==> config.mk <==
export PLATFORM = sky130hd
export DESIGN_NAME = bf_run_controller
export DESIGN_NICKNAME = d
export VERILOG_FILES = /design/src/rtl/bf_run_controller.sv
export SDC_FILE = /design/constraint.sdc
export NUM_CORES = 1
export LEC_CHECK = 0
export ABC_AREA = 1
export CAP_MARGIN = 20
export CORE_ASPECT_RATIO = 1.75
export CORE_MARGIN = 2
export CORE_UTILIZATION = 30
export DETAILED_ROUTE_END_ITERATION = 10
export GPL_TIMING_DRIVEN = 1
export PLACE_DENSITY_LB_ADDON = 0.3
export SLEW_MARGIN = 5
export SYNTH_ARGS = -nofsm -noshare
export SYNTH_HDL_FRONTEND = slang
export SYNTH_SLANG_ARGS = --single-unit
==> constraint.sdc <==
create_clock -name clk -period 1.7 [get_ports clk]
set_clock_uncertainty 0.05 [all_clocks]
set_input_delay 0.255 -clock clk [delete_from_list [all_inputs] [get_ports clk]]
set_output_delay 0.255 -clock clk [all_outputs]
set_load 0.005 [all_outputs]
==> src/rtl/bf_run_controller.sv <==
// Loads an ASCII brainfuck program from a UART byte stream, zeroes data memory, then runs the core until core_pc reaches the end of the program.
// Bytes are accepted in the cycle they arrive; each program write follows one cycle later. Acceptance only happens in LOAD, so any backpressure comes from the state.
module bf_run_controller #(
  parameter int PROG_ADDR_WIDTH = 10,
  parameter int PROG_DATA_WIDTH = 3,
  parameter int MEM_ADDR_WIDTH  = 8
) (
  input  logic                       clk,
  input  logic                       rst_n,
  input  logic                       start,
  input  logic                       abort,
  input  logic                       rx_valid,
  input  logic [7:0]                 rx_data,
  output logic                       rx_ack,
  output logic                       prog_wr_en,
  output logic [PROG_ADDR_WIDTH-1:0] prog_wr_addr,
  output logic [PROG_DATA_WIDTH-1:0] prog_wr_data,
  output logic                       mem_clr_wr_en,
  output logic [MEM_ADDR_WIDTH-1:0]  mem_clr_addr,
  input  logic [PROG_ADDR_WIDTH-1:0] core_pc,
  output logic                       core_rst,
  output logic                       busy,
  output logic                       done,
  output logic                       err,
  output logic [2:0]                 debug_state
);

  localparam logic [PROG_DATA_WIDTH-1:0] I_RIGHT = PROG_DATA_WIDTH'(0);
  localparam logic [PROG_DATA_WIDTH-1:0] I_LEFT  = PROG_DATA_WIDTH'(1);
  localparam logic [PROG_DATA_WIDTH-1:0] I_PLUS  = PROG_DATA_WIDTH'(2);
  localparam logic [PROG_DATA_WIDTH-1:0] I_MINUS = PROG_DATA_WIDTH'(3);
  localparam logic [PROG_DATA_WIDTH-1:0] I_OUT   = PROG_DATA_WIDTH'(4);
  localparam logic [PROG_DATA_WIDTH-1:0] I_IN    = PROG_DATA_WIDTH'(5);
  localparam logic [PROG_DATA_WIDTH-1:0] I_JZ    = PROG_DATA_WIDTH'(6);
  localparam logic [PROG_DATA_WIDTH-1:0] I_JNZ   = PROG_DATA_WIDTH'(7);

  // The top program address is never written: the core treats it as the halt marker.
  localparam logic [PROG_ADDR_WIDTH-1:0] PROG_MAX = {PROG_ADDR_WIDTH{1'b1}};
  localparam logic [MEM_ADDR_WIDTH-1:0]  CLR_MAX  = {MEM_ADDR_WIDTH{1'b1}};

  typedef enum logic [2:0] {
    S_IDLE  = 3'd0,
    S_LOAD  = 3'd1,
    S_CLEAR = 3'd2,
    S_RUN   = 3'd3,
    S_DONE  = 3'd4,
    S_ERROR = 3'd5
  } state_t;

  state_t                     state;
  logic [PROG_ADDR_WIDTH-1:0] prog_len;
  logic [7:0]                 depth;
  logic [MEM_ADDR_WIDTH-1:0]  clr_cnt;
  logic                       wr_pend;
  logic [PROG_ADDR_WIDTH-1:0] wr_addr;
  logic [PROG_DATA_WIDTH-1:0] wr_data;

  logic                       is_instr;
  logic [PROG_DATA_WIDTH-1:0] code;
  logic                       is_open;
  logic                       is_close;
  logic                       is_term;

  always_comb begin
    is_instr = 1'b1;
    code     = I_RIGHT;
    case (rx_data)
      8'h3E:   code = I_RIGHT;
      8'h3C:   code = I_LEFT;
      8'h2B:   code = I_PLUS;
      8'h2D:   code = I_MINUS;
      8'h2E:   code = I_OUT;
      8'h2C:   code = I_IN;
      8'h5B:   code = I_JZ;
      8'h5D:   code = I_JNZ;
      default: is_instr = 1'b0;
    endcase
  end

  assign is_open  = (rx_data == 8'h5B);
  assign is_close = (rx_data == 8'h5D);
  assign is_term  = (rx_data == 8'h00);

  // Abort wins over an arriving byte, so a byte is never acked without being processed.
  assign rx_ack        = (state == S_LOAD) && rx_valid && !abort;
  assign prog_wr_en    = wr_pend && !abort;
  assign prog_wr_addr  = wr_addr;
  assign prog_wr_data  = wr_data;
  assign mem_clr_wr_en = (state == S_CLEAR) && !abort;
  assign mem_clr_addr  = clr_cnt;
  assign core_rst      = (state != S_RUN);
  assign busy          = (state == S_LOAD) || (state == S_CLEAR) || (state == S_RUN);
  assign done          = (state == S_DONE);
  assign err           = (state == S_ERROR);
  assign debug_state   = state;

  always_ff @(posedge clk or negedge rst_n) begin
    if (!rst_n) begin
      state    <= S_IDLE;
      prog_len <= '0;
      depth    <= '0;
      clr_cnt  <= '0;
      wr_pend  <= 1'b0;
      wr_addr  <= '0;
      wr_data  <= '0;
    end else begin
      wr_pend <= 1'b0;
      if (abort) begin
        state   <= S_IDLE;
        clr_cnt <= '0;
      end else begin
        case (state)
          S_IDLE, S_DONE, S_ERROR: begin
            if (start) begin
              state    <= S_LOAD;
              prog_len <= '0;
              depth    <= '0;
              wr_addr  <= '0;
            end
          end
          S_LOAD: begin
            if (rx_valid) begin
              if (is_term) begin
                if (depth != 8'd0)
                  state <= S_ERROR;
                else if (prog_len == '0)
                  state <= S_DONE;
                else begin
                  state   <= S_CLEAR;
                  clr_cnt <= '0;
                end
              end else if (is_instr) begin
                if ((prog_len == PROG_MAX) || (is_open && depth == 8'hFF) ||
                    (is_close && depth == 8'd0)) begin
                  state <= S_ERROR;
                end else begin
                  wr_pend  <= 1'b1;
                  wr_addr  <= prog_len;
                  wr_data  <= code;
                  prog_len <= prog_len + PROG_ADDR_WIDTH'(1);
                  if (is_open)
                    depth <= depth + 8'd1;
                  else if (is_close)
                    depth <= depth - 8'd1;
                end
              end
            end
          end
          S_CLEAR: begin
            clr_cnt <= clr_cnt + MEM_ADDR_WIDTH'(1);
            if (clr_cnt == CLR_MAX)
              state <= S_RUN;
          end
          S_RUN: begin
            if (core_pc == prog_len)
              state <= S_DONE;
          end
          default: state <= S_IDLE;
        endcase
      end
    end
  end

endmodule

# After elaboration in Yosys (flattened, before gate mapping)
# Cells that the tools add are included.
[word_totals]
register_bits = 43
input_bits = 23
output_inout_bits = 31
word_cells = 116
[classes]
addsub = 4
eq_ne = 33
mux = 44
bitwise_logic = 3
n_reduce_logical = 25
[ops]
columns = ["operator", "n"]
rows = [
  ["two-way mux 8 bit", 12],
  ["two-way mux 10 bit", 9],
  ["equality test 8 x 6 -> 1 bit (second input constant)", 6],
  ["case mux 10 bit (2 select lines)", 2],
  ["case mux 8 bit (2 select lines)", 2],
  ["two-way mux 3 bit", 10],
  ["case mux 3 bit (7 select lines)", 1],
  ["inequality test 3 bit (second input constant)", 6],
  ["adder 8 x 1 -> 8 bit (second input constant)", 2],
  ["equality test 8 x 7 -> 1 bit (second input constant)", 2],
  ["equality test 8 bit (second input constant)", 2],
  ["logical NOT 8 bit", 2],
  ["case mux 3 bit (4 select lines)", 1],
  ["AND reduction 6 bit", 2],
  ["adder 10 x 1 -> 10 bit (second input constant)", 1],
  ["equality test 10 bit", 1],
  ["equality test 10 bit (second input constant)", 1],
  ["logical NOT 10 bit", 1],
  ["inequality test 2 bit (second input constant)", 5],
  ["inequality test 3 x 2 -> 1 bit (second input constant)", 3],
  ["AND reduction 8 bit", 1],
  ["nonzero test 8 bit", 1],
  ["OR reduction 8 bit", 1],
  ["subtractor 8 x 1 -> 8 bit (second input constant)", 1],
  ["16 further kinds", 34],
]

# Longest topological paths before layout
[depth]
depth_word = 10
ltp_mapped = 15
mapped_depth_nobuf = 15

# Worst setup path before layout
# OpenSTA, ideal clock, no wires.
[synth_path]
kind = "input to register"
startpoint = "input port rx_data[5]"
endpoint = "register depth[5]"
setup_time_ns = 0.066
arrival_time_ns = 1.764
required_ns = 1.584
path_slack_ns = -0.180
stages = 13
path_buffers = 0
path_cell_list = "nor2_1 -> nand2_1 -> nor2_4 -> inv_1 -> ha_1 -> a21oi_1 -> nand2_1 -> a21o_1 -> nand2_1 -> nand2_1 -> nor2_1 -> nand3_1 -> nand2_1"
[synth_via]
elab_chain_len = 7
word_cells_on_any_way = 26
cone_classes = "12 x eq/ne; 7 x mux; 7 x reduce/logical"
[synth_rtl]
columns = ["item", "line", "text"]
rows = [
  ["from (decl)", "13", "input logic [7:0] rx_data,"],
  ["equality test 8 x 7 -> 1 bit", "67, 80", ""],
  ["two-way mux 8 bit", "141", "if (is_open)"],
  ["two-way mux 8 bit", "133", "if ((prog_len == PROG_MAX) || (is_open && depth == 8'hFF) ||"],
  ["two-way mux 8 bit", "132", "end else if (is_instr) begin"],
  ["two-way mux 8 bit", "123", "if (is_term) begin"],
  ["two-way mux 8 bit", "122", "if (rx_valid) begin"],
  ["case mux 8 bit (2 select lines)", "112", "case (state)"],
  ["to (signal assigned)", "142", "depth <= depth + 8'd1;"],
  ["to (signal assigned)", "144", "depth <= depth - 8'd1;"],
  ["to (decl)", "52", "logic [7:0] depth;"],
]
# Several ways; a longest one is shown, not always the timed one. The select of a mux whose other input is x is not followed.
# A chain may end at the register's enable or synchronous reset.

# Final worst setup path
[layout_path]
startpoint = "register prog_len[1]"
endpoint = "register prog_len[3]"
[layout_via]
elab_chain_len = 6
word_cells_on_any_way = 11
cone_classes = "1 x add/sub; 2 x eq/ne; 5 x mux; 3 x reduce/logical"
[layout_rtl]
columns = ["item", "line", "text"]
rows = [
  ["from (decl)", "51", "logic [PROG_ADDR_WIDTH-1:0] prog_len;"],
  ["from (signal assigned)", "140", "prog_len <= prog_len + PROG_ADDR_WIDTH'(1);"],
  ["adder 10 x 1 -> 10 bit", "140", ""],
  ["two-way mux 10 bit", "133", ""],
  ["two-way mux 10 bit", "132", ""],
  ["two-way mux 10 bit", "123", ""],
  ["two-way mux 10 bit", "122", ""],
  ["case mux 10 bit (2 select lines)", "112", ""],
]
# Several ways; a longest one is shown, not always the timed one. The select of a mux whose other input is x is not followed.

==> metrics.md <==
| Metric | Value |
|---|---|
| Syn. warnings | `0` |
| Iteration-0 DRC Markers | `173` |
| Clock power share | `0.153` |
| TritonRoute pass-1 iters | `4` |
| Worst setup startpoint | `prog_len[1]$_DFFE_PN0P_` |
| Total Routing Usage GR | `0.182` |
| Cell area after synthesis | `3040 µm²` |
| CTS H-tree lvls | `2` |
| Int Pwr | `0.00354 W` |
| Status | `finished, violations left` |
| Final std cells w/o fill | `718` |
| Area after DPL | `4290 µm²` |
| Register area share after synthesis | `0.354` |
| Initial antenna violation count | `0` |
| Slew @ Worst Pin | `0.427 ns` |
| Failing checks | `negative setup slack` |
| CP required | `1.82 ns` |
| Final nets | `627` |
| Sequential group share of total power | `0.220` |
| Final setup TNS | `-2.03 ns` |
| Maxcap violations | `0` |
| Synth Area in Compound Gates | `0.0981` |
| Row count | `48` |
| Reg-to-reg slack, setup | `-0.13 ns` |
| Routed vias/inst | `4.86` |
| Dpl ws | `-0.653 ns` |
| #FFs+latches synth | `43` |
| Die Span X | `80.0 µm` |
| Crit path arrival time | `1.95 ns` |
| Synth cell types | `34` |
| Routed wire length | `9770 µm` |
| CTS Sinks | `43` |
| Die area | `11000 µm²` |
| DRC violation count after routing | `0` |
| Cell area after layout | `4960 µm²` |
| Hold Crit Class | `input port to asynchronous set/reset pin` |
| Reg2Reg Launch Point | `prog_len[1]$_DFFE_PN0P_` |
| Psw | `0.00250 W` |
| Slew margin rel. | `0.715` |
| TritonCTS clock tree | `done` |
| Avg Inst Size Synth | `6.69 µm²` |
| Static Leakage | `2.48 nW` |
| Maximum clock rate | `547 MHz` |
| Vias in the first global route | `3477` |
| Placer congestion estimate | `0.868` |
| Ports | `54` |
| Simple-Gate Fraction of Synth Area | `0.388` |
| Sw Share | `0.414` |
| Startpoint types | `flop` |
| Layout cells sized above 1 | `0.339` |
| Die H | `137 µm` |
| Post-DP HPWL | `7240 µm` |
| Setup violators final | `32` |
| Clock Tree Buf Depth | `2` |
| Inserted Clock Buffers | `5` |
| Final Max Slew Viols | `0` |
| Reg-to-Reg End | `prog_len[3]$_DFFE_PN0P_` |
| Largest net degree at the start of global routing | `28` |
| Final hold violation count | `0` |
| R2R depth | `12` |
| Unrepaired setup endpoints after global routing | `true` |
| Maximum vdd drop | `0.702 mV` |
| CP Class | `flop to flop` |
| Largest family of logic cells by synthesized area | `simple AND/OR/NAND/NOR gates` |
| Syn_nets | `487` |
| Fill count | `981` |
| WL/cell | `13.6 µm` |
| Overflow left after global routing | `0` |
| Floorplan core area | `9850 µm²` |
| Post-synthesis adder-cell area fraction | `0.0437` |
| Layout area overhead | `63.6%` |
| CP max FO | `6` |
| I/O Buffers | `53` |
| Clk slew on worst S/H paths | `0.06 ns` |
| Placed Cells | `696` |
| Tmin final | `1.83 ns` |
| P per Cell Area | `1220 nW/µm²` |
| Initial Util | `0.308` |
| Multiplexer share of the synthesized area | `0` |
| Global-route wire length before repair | `15800 µm` |
| Fin crit share | `1.07` |
| Crit path capture | `prog_len[3]$_DFFE_PN0P_` |
| Syn Inst Count | `454` |
| Final Worst Setup Slack | `-0.127 ns` |
| Gate power share | `0.627` |
| Final ANT Viol Nets | `0` |
| Crit. End Element | `flop` |
| Synth Area in XOR/XNOR | `0.0173` |
| Clk root buf | `clkbuf_16` |
| Antenna diode count | `0` |
| Routed via count | `3490` |
| Worst-skew pair later-pin latency | `0.29 ns` |
==> final cells by class <==
| class | count | area (µm²) | area share |
|---|---|---|---|
| sequential | 43 | 1080 | 0.217 |
| clock buffer | 5 | 125 | 0.0252 |
| tap | 125 | 156 | 0.0315 |
| clock inverter | 1 | 7.51 | 0.00151 |
| inverter | 56 | 220 | 0.0444 |
| timing repair buffer | 146 | 1320 | 0.266 |
| multi-input combinational | 342 | 2060 | 0.415 |
==> routing by layer <==
layer / wire [µm] / track usage / vias up / share of wire
met3: 228 / 0.0191 / 22 / 0.023
met1: 3680 / 0.200 / 1650 / 0.38
met2: 5580 / 0.353 / 72 / 0.57
met5: 0 / 0 / - / 0
li1: - / - / 1746 / -
met4: 287 / 0.0593 / 0 / 0.029
==> critical path, stage by stage (launching register included) <==
cell      delay, ns
dfrtp_1        0.37
ha_2           0.20
nand3_2        0.12
nor2_2         0.15
nand3b_1       0.12
nand3_2        0.10
nand2_1        0.06
inv_2          0.10
nor2_8         0.07
buf_12         0.13
buf_16         0.13
nand2_2        0.04
o21ai_1        0.05
==> metrics by stage <==
stage | hold slack, ns | total power (W) | util
detailed placement | 0.167 | 0.00429 | 0.436
finish | 0.382 | 0.00604 | 0.504
floorplan | -0.0906 | 0.00299 | -
global placement | 0.160 | 0.00424 | 0.436
CTS | 0.396 | 0.00576 | 0.484
global route | 0.433 | 0.00650 | 0.504
==> synth_stat cells (all sizes together) <==
library cell  number  area share
a21o               2      0.0049
a21oi             11       0.018
a22o               1      0.0029
buf               11       0.026
clkbuf             2      0.0029
dfrtp             43        0.35
fa                 1      0.0066
ha                 9       0.037
inv               56       0.069
nand2            136        0.17
nand3             47       0.079
nand3b             3      0.0074
nand4             13       0.027
nor2              67       0.093
nor3               4      0.0066
nor3b              1      0.0025
o211ai             2      0.0049
o21a               2      0.0049
o21ai             36       0.059
o41ai              1      0.0029
xnor2              1      0.0029
xor2               5       0.014
==> cells by family (layout without fill, tap and decap cells) <==
group                    after synthesis  count (layout)
XOR/XNOR                               6               6
AO/OA/AOI/OAI                         55              55
adder cells (fa/ha/maj)               10              10
flip-flops                            43              43
AND/OR/NAND/NOR                      271             271
buffers and inverters                 69             208
==> what timing repair did <==
action | CTS | global route
cloned | 2 | 0
resized for setup | 80 | 75
pin swaps | 30 | 32
endpoints found under the setup margin | 50 | 48
buffers inserted | 10 | 7
hold buffers | 1 | 0
endpoints found under the hold margin | 16 | 0
==> power groups by stage <==
stage	Clock (W)	Sequential [W]	Combinational (W)
after global placement	0	0.00132	0.00292
final	0.000927	0.00133	0.00379
after detailed placement	0	0.00133	0.00296
after floorplan	0	0.00136	0.00163
after CTS	0.000942	0.00132	0.00350
after global routing	0.000984	0.00135	0.00416
==> worst min path at each step <==
stage               start                     endpoint  slack (ns)  cells past startpoint
global route        rst_n  prog_wr_addr[5]$_DFFE_PN0P_        0.43                      2
finish              rst_n  prog_wr_addr[5]$_DFFE_PN0P_        0.38                      2
detailed placement  rst_n  prog_wr_addr[5]$_DFFE_PN0P_        0.17                      1
CTS                 rst_n  prog_wr_addr[5]$_DFFE_PN0P_        0.40                      2
floorplan           rst_n   debug_state[0]$_DFFE_PN0P_       -0.09                      0
global placement    rst_n  prog_wr_addr[5]$_DFFE_PN0P_        0.16                      1
==> state kept, by name, summed over array words and instances, names as in the netlist <==
name / cells
mem_clr_addr: 8
wr_pend: 1
prog_wr_data: 3
prog_wr_addr: 10
prog_len: 10
debug_state: 3
depth: 8
==> layout by cell type, fill, tap and decap left out, types with 8 or more instances in the layout <==
cell type,instances
buf_4,76
dfrtp_1,43
nor2_2,8
clkdlybuf4s50_1,37
o21ai_2,8
nand2_2,21
a21oi_1,9
o21ai_1,14
inv_2,9
nand2_1,111
nand3_1,24
nand3_2,23
nor2_1,47
nand4_1,13
buf_6,11
nor2_4,11
o21ai_0,14
inv_1,44
No activity file was read; power rests on OpenSTA's default activity.
